`src/rtl/chimera_pkg.sv`:
```
// Shared types and default timing for the cluster power sequencer.
//   clu_pwr_state_e : sequencer FSM states
//   clu_pwr_stat_e  : stable per-cluster power status
//   *Dflt           : default timing parameters
package chimera_pkg;

  localparam int unsigned ExtClusters    = 5;
  localparam int unsigned ClkSettleDflt  = 4;
  localparam int unsigned RstCyclesDflt  = 8;
  localparam int unsigned IsoTimeoutDflt = 1024;

  typedef enum logic [2:0] {
    IDLE,
    PU_CLK,
    PU_RST,
    PU_UNISO,
    PD_ISO,
    PD_RST,
    PD_CLK
  } clu_pwr_state_e;

  typedef enum logic [1:0] {
    OFF,
    ON,
    ERR
  } clu_pwr_stat_e;

  function automatic int unsigned max3(input int unsigned a, input int unsigned b,
                                       input int unsigned c);
    int unsigned m;
    m = (a > b) ? a : b;
    return (m > c) ? m : c;
  endfunction

endpackage

```
`src/rtl/chimera_clu_pwr_rr_arb.sv`:
```
// Combinational round-robin pick.
//   req_i   : request vector
//   ptr_i   : index where the upward search starts (wraps)
//   idx_o   : first requesting index at or after ptr_i
//   valid_o : any request present
module chimera_clu_pwr_rr_arb #(
  parameter int unsigned NumClusters = 5,
  parameter int unsigned PtrW        = 3
) (
  input  logic [NumClusters-1:0] req_i,
  input  logic [PtrW-1:0]        ptr_i,
  output logic [PtrW-1:0]        idx_o,
  output logic                   valid_o
);

  logic [PtrW-1:0] pos;

  always_comb begin
    idx_o   = '0;
    valid_o = 1'b0;
    pos     = '0;
    for (int unsigned k = 0; k < NumClusters; k++) begin
      pos = PtrW'((32'(ptr_i) + k) % NumClusters);
      if (!valid_o && req_i[pos]) begin
        valid_o = 1'b1;
        idx_o   = pos;
      end
    end
  end

endmodule

```
`src/rtl/chimera_clu_pwr_seq.sv`:
```
// Power/isolation sequencer for the external cluster domain.
// One cluster at a time is powered up (clock, reset release, unisolate) or
// powered down (isolate, reset assert, clock stop), chosen round-robin.
//   soc_clk_i   : SoC clock
//   rst_i       : synchronous active-high reset
//   target_on_i : desired run state per cluster (level)
//   clr_err_i   : per-cluster pulse, leaves ERR
//   isolated_i  : isolation status reported by each cluster domain
//   isolate_o   : isolation request to each cluster domain
//   clk_en_o    : cluster clock-gate enable
//   clu_rst_no  : cluster reset, active-low
//   on_o        : cluster in stable ON
//   err_o       : cluster in ERR (isolation handshake timed out)
//   busy_o      : a sequence is in progress
module chimera_clu_pwr_seq
  import chimera_pkg::*;
#(
  parameter int unsigned NumClusters = ExtClusters,
  parameter int unsigned ClkSettle   = ClkSettleDflt,
  parameter int unsigned RstCycles   = RstCyclesDflt,
  parameter int unsigned IsoTimeout  = IsoTimeoutDflt
) (
  input  logic                   soc_clk_i,
  input  logic                   rst_i,
  input  logic [NumClusters-1:0] target_on_i,
  input  logic [NumClusters-1:0] clr_err_i,
  input  logic [NumClusters-1:0] isolated_i,
  output logic [NumClusters-1:0] isolate_o,
  output logic [NumClusters-1:0] clk_en_o,
  output logic [NumClusters-1:0] clu_rst_no,
  output logic [NumClusters-1:0] on_o,
  output logic [NumClusters-1:0] err_o,
  output logic                   busy_o
);

  localparam int unsigned CntMax = max3(ClkSettle, RstCycles, IsoTimeout);
  localparam int unsigned CntW   = $clog2(CntMax + 1);
  localparam int unsigned PtrW   = (NumClusters > 1) ? $clog2(NumClusters) : 1;

  localparam logic [CntW-1:0] ClkLast = CntW'(ClkSettle - 1);
  localparam logic [CntW-1:0] RstLast = CntW'(RstCycles - 1);
  localparam logic [CntW-1:0] IsoLast = CntW'(IsoTimeout - 1);
  localparam logic [PtrW-1:0] SelLast = PtrW'(NumClusters - 1);

  clu_pwr_state_e  state_q, state_d;
  clu_pwr_stat_e   stat_q [NumClusters];
  clu_pwr_stat_e   stat_d [NumClusters];
  logic [PtrW-1:0] sel_q, sel_d;
  logic [PtrW-1:0] ptr_q, ptr_d;
  logic            gnt_q, gnt_d;
  logic [CntW-1:0] cnt_q, cnt_d;

  logic [NumClusters-1:0] isolate_q, isolate_d;
  logic [NumClusters-1:0] clk_en_q, clk_en_d;
  logic [NumClusters-1:0] rst_n_q, rst_n_d;
  logic [NumClusters-1:0] on_q, on_d;
  logic [NumClusters-1:0] err_q, err_d;

  logic [NumClusters-1:0] req;
  logic [PtrW-1:0]        arb_idx;
  logic                   arb_valid;
  logic                   go_err;
  logic                   go_idle;

  always_comb begin
    req = '0;
    for (int unsigned i = 0; i < NumClusters; i++) begin
      req[i] = ((stat_q[i] == OFF) && target_on_i[i]) ||
               ((stat_q[i] == ON)  && !target_on_i[i]);
    end
  end

  chimera_clu_pwr_rr_arb #(
    .NumClusters (NumClusters),
    .PtrW        (PtrW)
  ) i_rr_arb (
    .req_i   (req),
    .ptr_i   (ptr_q),
    .idx_o   (arb_idx),
    .valid_o (arb_valid)
  );

  // The grant is latched in IDLE (gnt_q) and the sequence starts one edge
  // later, so the direction is taken from the status of the latched cluster.
  always_comb begin
    state_d   = state_q;
    stat_d    = stat_q;
    sel_d     = sel_q;
    ptr_d     = ptr_q;
    gnt_d     = gnt_q;
    cnt_d     = cnt_q + 1'b1;
    isolate_d = isolate_q;
    clk_en_d  = clk_en_q;
    rst_n_d   = rst_n_q;
    on_d      = on_q;
    err_d     = err_q;
    go_err    = 1'b0;
    go_idle   = 1'b0;

    unique case (state_q)
      IDLE: begin
        if (gnt_q) begin
          gnt_d = 1'b0;
          cnt_d = '0;
          if (stat_q[sel_q] == ON) begin
            state_d          = PD_ISO;
            isolate_d[sel_q] = 1'b1;
            on_d[sel_q]      = 1'b0;
          end else begin
            state_d         = PU_CLK;
            clk_en_d[sel_q] = 1'b1;
          end
        end else if (arb_valid) begin
          gnt_d = 1'b1;
          sel_d = arb_idx;
          ptr_d = (arb_idx == SelLast) ? '0 : arb_idx + 1'b1;
        end
      end
      PU_CLK: begin
        if (cnt_q == ClkLast) begin
          state_d        = PU_RST;
          cnt_d          = '0;
          rst_n_d[sel_q] = 1'b1;
        end
      end
      PU_RST: begin
        if (cnt_q == RstLast) begin
          state_d          = PU_UNISO;
          cnt_d            = '0;
          isolate_d[sel_q] = 1'b0;
        end
      end
      PU_UNISO: begin
        if (!isolated_i[sel_q]) begin
          go_idle       = 1'b1;
          stat_d[sel_q] = ON;
          on_d[sel_q]   = 1'b1;
        end else if (cnt_q == IsoLast) begin
          go_err = 1'b1;
        end
      end
      PD_ISO: begin
        if (isolated_i[sel_q]) begin
          state_d        = PD_RST;
          cnt_d          = '0;
          rst_n_d[sel_q] = 1'b0;
        end else if (cnt_q == IsoLast) begin
          go_err = 1'b1;
        end
      end
      PD_RST: begin
        if (cnt_q == RstLast) begin
          state_d = PD_CLK;
          cnt_d   = '0;
        end
      end
      PD_CLK: begin
        if (cnt_q == ClkLast) begin
          go_idle         = 1'b1;
          clk_en_d[sel_q] = 1'b0;
          stat_d[sel_q]   = OFF;
        end
      end
      default: go_idle = 1'b1;
    endcase

    if (go_err) begin
      go_idle          = 1'b1;
      stat_d[sel_q]    = ERR;
      err_d[sel_q]     = 1'b1;
      isolate_d[sel_q] = 1'b1;
      clk_en_d[sel_q]  = 1'b1;
      rst_n_d[sel_q]   = 1'b0;
      on_d[sel_q]      = 1'b0;
    end

    if (go_idle) begin
      state_d = IDLE;
      cnt_d   = '0;
    end

    for (int unsigned i = 0; i < NumClusters; i++) begin
      if (clr_err_i[i] && (stat_q[i] == ERR)) begin
        stat_d[i] = OFF;
        err_d[i]  = 1'b0;
        if (!(((state_q != IDLE) || gnt_q) && (sel_q == PtrW'(i)))) begin
          clk_en_d[i] = 1'b0;
        end
      end
    end
  end

  always_ff @(posedge soc_clk_i) begin
    if (rst_i) begin
      state_q   <= IDLE;
      stat_q    <= '{default: OFF};
      sel_q     <= '0;
      ptr_q     <= '0;
      gnt_q     <= 1'b0;
      cnt_q     <= '0;
      isolate_q <= '1;
      clk_en_q  <= '0;
      rst_n_q   <= '0;
      on_q      <= '0;
      err_q     <= '0;
    end else begin
      state_q   <= state_d;
      stat_q    <= stat_d;
      sel_q     <= sel_d;
      ptr_q     <= ptr_d;
      gnt_q     <= gnt_d;
      cnt_q     <= cnt_d;
      isolate_q <= isolate_d;
      clk_en_q  <= clk_en_d;
      rst_n_q   <= rst_n_d;
      on_q      <= on_d;
      err_q     <= err_d;
    end
  end

  assign isolate_o  = isolate_q;
  assign clk_en_o   = clk_en_q;
  assign clu_rst_no = rst_n_q;
  assign on_o       = on_q;
  assign err_o      = err_q;
  assign busy_o     = (state_q != IDLE);

endmodule

```
`config.mk`:
```
export PLATFORM = sky130hd
export DESIGN_NAME = chimera_clu_pwr_seq
export DESIGN_NICKNAME = d
export VERILOG_FILES = /design/src/rtl/chimera_pkg.sv /design/src/rtl/chimera_clu_pwr_rr_arb.sv /design/src/rtl/chimera_clu_pwr_seq.sv
export SDC_FILE = /design/constraint.sdc
export NUM_CORES = 1
export LEC_CHECK = 0
export ABC_AREA = 1
export BUFFER_PORTS_ARGS = -buffer_cell sky130_fd_sc_hd__buf_4
export CAP_MARGIN = 15
export CORE_ASPECT_RATIO = 0.75
export CORE_MARGIN = 2
export CORE_UTILIZATION = 45
export DETAILED_ROUTE_END_ITERATION = 7
export MAX_ROUTING_LAYER = met4
export PLACE_DENSITY = 0.74
export SYNTH_ARGS = -nofsm -noshare
export SYNTH_HDL_FRONTEND = slang
export SYNTH_SLANG_ARGS = --single-unit
```
`constraint.sdc`:
```
create_clock -name soc_clk_i -period 4.3 [get_ports soc_clk_i]
set_clock_uncertainty 0.1 [all_clocks]
set_input_delay 0.86 -clock soc_clk_i [delete_from_list [all_inputs] [get_ports soc_clk_i]]
set_output_delay 0.86 -clock soc_clk_i [all_outputs]
set_load 0.05 [all_outputs]
```
==> results of run 1 <==
## report_power, final
part / switching, W / total [W] / internal (W) / leakage, nW
clock: 0.000200 / 0.000417 / 0.000217 / 0.0660
sequential: 0.0000572 / 0.000640 / 0.000583 / 0.454
combinational: 0.00123 / 0.00183 / 0.000597 / 1.79
total: 0.00149 / 0.00288 / 0.00140 / 2.31
## layout by cell type (no fill, tap or decap), drive strengths merged, types with 11 or more instances in the layout
master	Yosys	layout
nor3	19	19
buf	2	55
o21ai	27	27
dfxtp	56	56
nand3	58	58
ha	25	25
o2111ai	11	11
nand2	152	152
inv	110	110
a21oi	36	36
nor2	68	68
## state kept, by name, summed over array words and instances (netlist names)
signal      cells
sel_q           3
on_o            5
clu_rst_no      5
ptr_q           3
err_o           5
state_q         3
gnt_q           1
stat_q         10
clk_en_o        5
isolate_o       5
cnt_q          11
## cell families after synthesis
family | after synthesis | synth area share
AO/OA/AOI/OAI | 104 | 0.1646
XOR/XNOR | 8 | 0.01876
adder cells (fa/ha/maj) | 26 | 0.08048
buffers and inverters | 119 | 0.1104
flip-flops | 56 | 0.2711
AND/OR/NAND/NOR | 320 | 0.3546
## cells in the mapped netlist (3+ instances only)
cell / number / area (sq um)
dfxtp_1: 56 / 1121
nor3_1: 18 / 90.09
xor2_1: 7 / 61.31
nand2_1: 139 / 521.8
nand3_1: 49 / 245.2
ha_1: 25 / 312.8
a221oi_1: 3 / 26.28
nor2_2: 4 / 25.02
nand2_2: 12 / 75.07
o21ai_0: 24 / 120.1
a22oi_1: 7 / 52.55
nand4_1: 10 / 62.56
nor2_1: 64 / 240.2
o21bai_1: 6 / 45.04
inv_1: 105 / 394.1
a31oi_1: 4 / 25.02
a21oi_1: 32 / 160.2
inv_2: 5 / 18.77
nand3b_1: 7 / 52.55
nand3_2: 9 / 90.09
clkbuf_1: 5 / 18.77
o21a_1: 3 / 22.52
o2111ai_1: 11 / 96.34
## through the flow
step	util	instance area (sq um)	std cells
global route	0.5397	4842	801
CTS	0.5328	4780	798
global placement	0.5162	4631	790
detailed placement	0.5162	4631	790
finish	0.5397	4842	801
floorplan	-	4135	633
## final cells by class
class	instances	area (sq um)	share of cell area
Timing Repair Buffer	55	412.9	0.08527
Clock inverter	3	23.77	0.004910
Multi-Input combinational cell	458	2597	0.5364
Inverter	112	421.7	0.08708
Tap cell	112	140.1	0.02894
Clock buffer	5	125.1	0.02584
Sequential cell	56	1121	0.2315
## layer usage
metal	GRT usage	share of wire
met5	-	0
met4	0.04929	0.010
met3	0.03897	0.073
met2	0.3480	0.42
met1	0.3453	0.50
## worst min path at each step
stage / startpoint / end / slack [ns] / cells past startpoint
final: cnt_q[0] / cnt_q[0] / 0.35 / 1
after global routing: err_o[4] / err_o[4] / 0.38 / 2
after CTS: cnt_q[0] / cnt_q[0] / 0.35 / 1
after floorplan: cnt_q[0] / cnt_q[0] / 0.32 / 1
after global placement: cnt_q[0] / cnt_q[0] / 0.33 / 1
after detailed placement: cnt_q[0] / cnt_q[0] / 0.34 / 1
## timing repair
item	CTS	global route
endpoints found under the hold margin	0	0
endpoints found under the setup margin	0	3
gates resized for setup	0	14
buffers inserted	0	3
==> reports/metrics.cfg, run 1 <==
[yosys]
synth-edff-count=0
synthArstFlopShare=0
yosys_warnings=0
yosysSeqAreaShare=0.2711
synth_fp_nets=676
avgSynthCellArea_sq_um=6.533
synth_seq_cells=56
syn_area_sq_um=4135
synthFlopType=dfxtp_1
synthCells=633
synth_cell_types=44

[placed_design]
dp.final_hpwl_mm=8.813
io_buffers=42
dp_slack_ns=0.1649
routabilityCongestion=0.9242

[floorplan]
core_sq_um=8971
die_h_um=87.02
start_util=0.4609
dieArea_sq_um=9980
fp-row-count=30
die_w_um=114.7
floorplan.io_pins=43

[job]
maxCapViolCount=0

[clock_tree]
cts_buffers=5
clock-sinks=56
cts_tree=done
root_buffer=clkbuf_16
htree_levels=2
clk_pin_slew_ns=0.07
insertion_delay_ns=0.31
hold_buffers=0
cts_max_path_buffers=2

[critical_path]
cp.arrival_ns=4.15
r2r-start=ptr_q[1]
path_class=reg -> reg
endpoint=ptr_q[2]
slowest_delay_ns=0.35
crit_family=simple AND/OR/NAND/NOR gates
worstSetupEndpointType=flip-flop
startpoint=ptr_q[1]
path_depth=32
r2r_slack_ns=0.29
critPathRequiredTime_ns=4.44
reg2reg_depth=32
cpMostUsedCell=nand2_1
slowest_stage=dfxtp_1
worstPathMaxFanout=7
crit_buf_inv=6
worst_setup_path_start_kind=flip-flop
worstReg2RegEnd=ptr_q[2]

[global_route]
gr-total-overflow=0
antenna_found_initial=0
grt_max_degree=25
grt_pass1_vias=3904
grt_use_total=0.2377
grt_pass1_wl_mm=18.35

[sta]
hold_ws_ns=0.3530
slew_violations=0
fmax_mhz=249.2
setup_viol=0
max_slew_margin=0.6205
setup_tns_ns=0
finalCriticalPeriod_ns=4.013
hold_viol=0
setup_ws_ns=0.2870
finalCritPeriodShare=0.9333
worst_pin_slew_ns=0.5633

[power_and_ir_drop]
peakVddDrop_v=0.0002373
finalPower_w=0.002884
p_leak_nw=2.314
power_per_cell_area_nw_per_um2=595.6

[final_layout]
drive_gt1_frac=0.1698
synthToLayoutAreaGrowth_pct=17.10
nNetsFinal=731
fillers=874
antennaDiodeCount=0

[outcome]
run_status=complete, no violations

[routing]
dr_total_vias=4277
wl_per_cell_um=14.17
dr.pass1.iters=5
postRouteAntennaNets=0
wirelength_mm=11.35
viasPerCell=5.340
drtIter0Drc=414
drc_errors=0

[hold_path]
hold_path.class=reg -> reg

(Power assumes the default switching activity.)
==> inputs of run 2 (changes only) <==
PLACE_DENSITY = 0.72   (was 0.74)
SKIP_LAST_GASP = 1   (was default)
==> reports/metrics.cfg, run 2 (synthesized netlist as in run 1, its figures left out) <==
[job]
maxCapViolCount=0

[critical_path]
path_class=reg -> reg
critPathRequiredTime_ns=4.43
worstPathMaxFanout=6
crit_buf_inv=5
slowest_delay_ns=0.42
slowest_stage=fa_1
crit_family=simple AND/OR/NAND/NOR gates
cp.arrival_ns=4.08
worstSetupEndpointType=flip-flop
worst_setup_path_start_kind=flip-flop
cpMostUsedCell=nand2_1

[floorplan]
floorplan.io_pins=43
fp-row-count=30
die_h_um=87.02
dieArea_sq_um=9980
start_util=0.4609
die_w_um=114.7
core_sq_um=8971

[sta]
worst_pin_slew_ns=0.6445
hold_viol=0
finalCritPeriodShare=0.9174
hold_ws_ns=0.3539
setup_viol=0
setup_ws_ns=0.3552
slew_violations=0
setup_tns_ns=0
fmax_mhz=253.5
rsz0062_at_grt=false
finalCriticalPeriod_ns=3.945
max_slew_margin=0.5658

[final_layout]
fillers=867
final_area_sq_um=4843
layout_common_cells=nand2_1, inv_1, nor2_1
nNetsFinal=729
synthToLayoutAreaGrowth_pct=17.13
antennaDiodeCount=0
drive_gt1_frac=0.1689
largest_reg_flops=11
utilization=0.5399
top_register=cnt_q
top_regs=cnt_q: 11 flops, stat_q: 10 flops
layout_commonest_cell=nand2_1

[global_route]
use_met2=0.3497
grtUsageMet1=0.3514
grt_max_degree=24
grt_pass1_wl_mm=18.55
grt_pass1_vias=3825
busiest_layer=met1
gr-total-overflow=0
grt_use_total=0.2410
antenna_found_initial=0
gr-usage-met3=0.04732

[routing]
wl_per_cell_um=14.20
drc_errors=0
wirelength_mm=11.34
postRouteAntennaNets=0
viasPerCell=5.446
dr.pass1.iters=7
dr_total_vias=4351
drtIter0Drc=360

[clock_tree]
root_buffer=clkbuf_16
clock-sinks=56
cts_buffers=5
clk_pin_slew_ns=0.07
hold_buffers=0
cts_tree=done
insertion_delay_ns=0.30
htree_levels=2
cts_max_path_buffers=2

[power_and_ir_drop]
peakVddDrop_v=0.0003007
p_leak_nw=2.315
power_per_cell_area_nw_per_um2=602.3

[placed_design]
io_buffers=42
routabilityCongestion=0.9327
placed_cell_area_sq_um=4631
dp_slack_ns=0.1440
dp.final_hpwl_mm=8.840

[outcome]
run_status=complete, no violations

[hold_path]
hold_path.class=reg -> reg

-- run 2: metrics by stage --
stage,power (W),std cells
after CTS,0.002867,798
after global placement,0.002347,790
after detailed placement,0.002387,790
after floorplan,0.001968,633
after global routing,0.003181,799
final,0.002917,799
-- run 2: final timing paths --
check | from | cells past startpoint | slack [ns] | to
worst max-delay path | ptr_q[1] | 28 | 0.36 | ptr_q[1]
worst min-delay path | cnt_q[0] | 1 | 0.35 | cnt_q[0]
worst max register to register | ptr_q[1] | 28 | 0.36 | ptr_q[1]
worst min register to register | cnt_q[0] | 1 | 0.35 | cnt_q[0]
-- run 2: layout make-up --
| type | instances | area (sq um) | area share |
|---|---|---|---|
| clock buffer | 5 | 125.1 | 0.02583 |
| clock inverter | 3 | 47.55 | 0.009817 |
| inverter | 112 | 424.2 | 0.08757 |
| multi-input combinational | 458 | 2586 | 0.5340 |
| sequential | 56 | 1122 | 0.2317 |
| tap | 112 | 140.1 | 0.02893 |
| timing repair buffer | 53 | 397.9 | 0.08215 |
-- run 2: per-layer routing --
metal,share of wire,up-vias
met2,0.42,166
met3,0.083,11
met4,0.0079,0
li1,-,2176
met1,0.49,1998
met5,0,-
-- run 2: power by group --
| part | leakage (nW) | switching (W) | internal (W) |
|---|---|---|---|
| clock | 0.0840 | 0.000196 | 0.000277 |
| sequential | 0.455 | 0.0000592 | 0.000583 |
| combinational | 1.78 | 0.00122 | 0.000579 |
-- run 2: timing repair --
item                                   in CTS  in global routing
setup endpoints to repair                   0                  3
gates resized for setup                     0                 13
setup buffers                               0                  1
endpoints found under the hold margin       0                  0
